### src/rtl/comp2_serial_driver.sv
// comp2_serial_driver
// Parallel-to-serial driver and serial-to-parallel collector for the bit-serial
// two's-complement FSM. A word is loaded, the FSM is cleared for one cycle,
// the word is shifted out LSB-first while the FSM's Mealy response is shifted
// into an accumulator, and the rebuilt word is presented with a done pulse.
// Looped through the complementer this behaves as a word-level negation unit.

module comp2_serial_driver #(
  parameter int WIDTH = 8,
  parameter int CNT_W = $clog2(WIDTH + 1)
) (
  input  logic             clk,
  input  logic             rst,
  input  logic             start,
  input  logic [WIDTH-1:0] data_in,
  output logic             busy,
  output logic             ser_clr,
  output logic             ser_out,
  input  logic             ser_in,
  output logic [WIDTH-1:0] result,
  output logic             done
);

  // Frame sequencing: IDLE -> CLR -> SHIFT (WIDTH cycles) -> DONE -> IDLE
  localparam logic [1:0] IDLE  = 2'd0;
  localparam logic [1:0] CLR   = 2'd1;
  localparam logic [1:0] SHIFT = 2'd2;
  localparam logic [1:0] DONE  = 2'd3;

  // Counter value seen on the edge that takes the final bit of the frame
  localparam logic [CNT_W-1:0] LAST_BIT = CNT_W'(WIDTH - 1);
  localparam logic [CNT_W-1:0] CNT_ONE  = CNT_W'(1);

  logic [1:0]       state;
  logic [WIDTH-1:0] shreg;
  logic [WIDTH-1:0] acc;
  logic [CNT_W-1:0] cnt;
  logic [WIDTH-1:0] result_q;

  // State register: a start is only honoured in IDLE, so requests made
  // while a frame is in flight are dropped rather than queued
  always_ff @(posedge clk or negedge rst) begin
    if (!rst) begin
      state <= IDLE;
    end else begin
      case (state)
        IDLE:    if (start) state <= CLR;
        CLR:     state <= SHIFT;
        SHIFT:   if (cnt == LAST_BIT) state <= DONE;
        DONE:    state <= IDLE;
        default: state <= IDLE;
      endcase
    end
  end

  // Datapath: shreg feeds the FSM LSB-first while the returned bits enter acc
  // from the top, so after WIDTH shifts bit i of the response sits in acc[i]
  always_ff @(posedge clk or negedge rst) begin
    if (!rst) begin
      shreg    <= '0;
      acc      <= '0;
      cnt      <= '0;
      result_q <= '0;
    end else begin
      case (state)
        IDLE: begin
          if (start) begin
            shreg <= data_in;
            acc   <= '0;
            cnt   <= '0;
          end
        end
        SHIFT: begin
          acc   <= {ser_in, acc[WIDTH-1:1]};
          shreg <= shreg >> 1;
          cnt   <= cnt + CNT_ONE;
        end
        DONE: begin
          result_q <= acc;
        end
        default: begin
          shreg <= shreg;
        end
      endcase
    end
  end

  // Output decode; in DONE the result bypasses result_q so it is valid in the
  // same cycle as the done pulse, and ser_out is forced low outside SHIFT so
  // the FSM never sees stray data during clear or idle
  always_comb begin
    busy    = (state != IDLE);
    ser_clr = (state == CLR);
    ser_out = (state == SHIFT) && shreg[0];
    done    = (state == DONE);
    result  = (state == DONE) ? acc : result_q;
  end

endmodule

### config.mk
export PLATFORM = sky130hd
export DESIGN_NAME = comp2_serial_driver
export DESIGN_NICKNAME = d
export VERILOG_FILES = /design/src/rtl/comp2_serial_driver.sv
export SDC_FILE = /design/constraint.sdc
export NUM_CORES = 1
export LEC_CHECK = 0
export CAP_MARGIN = 30
export CORE_ASPECT_RATIO = 0.9
export CORE_MARGIN = 2
export CORE_UTILIZATION = 46
export DETAILED_ROUTE_END_ITERATION = 8
export GPL_TIMING_DRIVEN = 0
export PLACE_DENSITY = 0.86
export SYNTH_ARGS = -nofsm -noshare
export SYNTH_HDL_FRONTEND = slang
export SYNTH_SLANG_ARGS = --single-unit
### constraint.sdc
create_clock -name clk -period 1.8 [get_ports clk]
set_input_delay 0.18 -clock clk [delete_from_list [all_inputs] [get_ports clk]]
set_output_delay 0.18 -clock clk [all_outputs]
set_load 0.005 [all_outputs]
==> results.tsv <==
stage	metric	value	unit
grt	grt_pass1_vias	881	
worst_setup_path	r2r_slack	0.08	ns
worst_setup_path	required	1.62	ns
grt	grt_max_degree	20	
grt	grtUsageMet3	0.0628	
place	place.port_buffers	23	
sta	min_period_over_period	1.01	
grt	grt_usage	0.181	
run_status	status	finished with violations	
worst_setup_path	end_kind	output pin	
floorplan	start_util	0.483	
run	cap_violations	0	
place	place_inst	170	
clock_network	root_buffer	clkbuf_4	
worst_setup_path	worst-path-buf-inv	3	
pwr	clkPwrFrac	0.126	
synth	yosys_warnings	0	
floorplan	fp.dieH	55.0	µm
layout	drive_gt1_frac	0.349	
grt	top_usage_layer	met2	
worst_setup_path	critical_path_arrival	1.64	ns
synth	synth_commonest_cells	dfrtp_1 (30), mux2_2 (10), nand2_1 (10)	
pwr	leakagePower	0.000895	µW
clock_network	clock_latency	0.32	ns
grt	use_met1	0.226	
route	drt-wirelength-per-cell	13.9	µm
pwr	p_int	2150	µW
synth	syn_area	0.00133	mm²
worst_setup_path	cp_top_family	flip-flops	
synth	syn-num-nets	124	
layout	nets	166	
sta	timing.hold.ws	0.242	ns
floorplan	coreArea	0.00275	mm²
synth	synthFlopType	dfrtp_1	
route	drtAntennaViolNets	0	
place	gp_congestion	0.783	
run_status	violations	negative setup slack	
synth	synth_top_area_share	0.566	
place	pre_cts_slack	-0.179	ns
sta	slew_viol_final	0	
floorplan	die_area	0.00333	mm²
sta	clock.fmax	549	MHz
grt	grt_pass1_wl	4.09	mm
clock_network	clk_pin_slew_worst_paths	0.09	ns
floorplan	ioPinCount	24	
synth	yosysTopAreaCell	dfrtp_1	
pwr	power_density	1770	mW/mm²
synth	yosysUniqueCellTypes	22	
pwr	p_switching	1130	µW
grt	grt-ovfl-total	0	
synth	syn_area_per_cell	12.5	µm²
route	vias	949	
sta	tightest_slew	0.633	ns
sta	fin_crit	1.82	ns
route	drc	0	
pwr	p_comb_frac	0.527	
route	avgViaCountPerCell	5.02	
clock_network	cts_tree	done	
sta	rsz0062_at_grt	true	
synth	ys_seq_area_frac	0.566	
layout	post-route-util	0.674	
route	first_iter_violations	23	
worst_setup_path	critical_path_class	flop to output pin	
grt	use_met2	0.283	
worst_setup_path	path_max_fanout	7	
clock_network	ctsHoldBuffers	0	
pwr	p_sw_frac	0.344	
worst_setup_path	start_kind	flop	
worst_setup_path	rr_startpoint	state[0]	
layout	syn_to_final_growth	39.6	%
layout	fin_cells	189	
synth	synth_edf_count	0	
worst_hold_path	min-delay-path-class	primary input to asynchronous set/reset pin	
route	wl	2.63	mm
synth	synth_cells	106	
synth	synth-seq-cells	30	
worst_setup_path	reg2reg_depth	8	
layout	n_antenna_cell	0	
pwr	peakVddDrop	806	µV
sta	finalSetupViolations	3	
floorplan	fp-row-count	18	
grt	antenna_found_initial	0	
sta	worst_slack	-0.0207	ns
synth	async_reset_ff_frac	1.00	
clock_network	htree_levels	2	
worst_setup_path	cp_common_cell	buf_6	
sta	relSlewSlack	0.577	
sta	hold_violations	0	
route	dr.pass1.iters	3	
worst_setup_path	cpMaxStageDelayCell	dfrtp_1	
synth	yosys-top-cells-area	dfrtp_1 (57%), mux2_2 (8.5%), mux2i_1 (6.0%), a22o_1 (5.9%), ha_1 (5.7%)	
pwr	seq_power_share	0.347	
layout	nFillCells	209	
clock_network	cts_sinks	30	
worst_setup_path	crit_chain	ha_2 -> buf_8 -> buf_6 -> mux2_4 -> buf_6	
synth	yosysMostFrequentCell	dfrtp_1	
floorplan	die_width	60.6	µm
sta	final.setup_skew	0.00503	ns
clock_network	clockBufferDepth	2	
place	dp_hpwl	1.59	mm
worst_setup_path	r2r-end	cnt[3]	
clock_network	numCtsBuffers	5	
worst_setup_path	max_stage_delay	0.43	ns
==> cell usage in the layout, fill, tap and decap left out, drive strengths merged, types with 2 or more instances in the layout <==
cell and instances:
and2 2, nand3 4, inv 3, ha 6
mux2i 8, o21ai 8, dfrtp 30, a22o 9
nand3b 2, nand2 10, buf 19, clkbuf 16
clkdlybuf4s50 13, mux2 10
==> power by group through the flow <==
stage	combinational (µW)	clock, µW	sequential, µW
floorplan	863	0	1090
detailed placement	1300	0	1140
global route	1890	456	1170
finish	1730	413	1140
global placement	1240	0	1120
CTS	1550	425	1130
==> registers in the layout, indices dropped and copies added, names as in the netlist <==
| signal | flops |
|---|---|
| acc | 8 |
| cnt | 4 |
| result_q | 8 |
| shreg | 8 |
| state | 2 |
==> area by class of cell <==
type	instances	area, µm²	share of cell area
tap	40	50.0	0.0270
multi-input combinational	66	593	0.320
sequential	30	751	0.405
clock buffer	7	55.1	0.0297
inverter	3	11.3	0.00608
timing repair buffer	36	323	0.174
buffer	6	65.1	0.0351
clock inverter	1	5.00	0.00270
==> timing repair <==
action / in CTS / in global routing
pin swaps: 1 / 1
resized for setup: 42 / 19
gates cloned: 0 / 0
buffers inserted: 6 / 6
setup endpoints to repair: 11 / 21
==> metal layers <==
| layer | share of wire | up-vias |
|---|---|---|
| met5 | 0 | - |
| met1 | 0.48 | 465 |
| met2 | 0.47 | 15 |
| met4 | 0.024 | 0 |
| li1 | - | 465 |
| met3 | 0.029 | 4 |
==> cell families (layout without fill, tap and decap cells) <==
logic type,Yosys count,in the layout,share of synthesized area
buffers and inverters,10,53,0.0386
AND/OR/NAND/NOR,23,23,0.0933
flip-flops,30,30,0.566
multiplexers,18,18,0.145
adder cells (fa/ha/maj),6,6,0.0565
AO/OA/AOI/OAI,19,19,0.101
==> through the flow <==
step / setup TNS (ns) / area (µm²) / total power (µW)
6_report: -0.0542 / 1850 / 3280
5_1_grt: -0.312 / 1850 / 3520
4_1_cts: -0.285 / 1810 / 3110
3_5_place_dp: -1.53 / 1640 / 2440
3_3_place_gp: -1.15 / 1610 / 2370
2_1_floorplan: 0 / 1330 / 1960
==> how the worst max path moves through the flow <==
stage                        start        end  slack [ns]  cells after the start
after floorplan           state[0]     cnt[0]        0.16                      6
after CTS                 state[0]  result[6]       -0.12                      5
after global placement    state[0]  result[6]       -0.14                      4
after detailed placement  state[0]  result[1]       -0.18                      4
final                     state[0]  result[7]       -0.02                      5
after global routing      state[0]  result[6]       -0.08                      5
No activity file was read; power rests on OpenSTA's default activity.
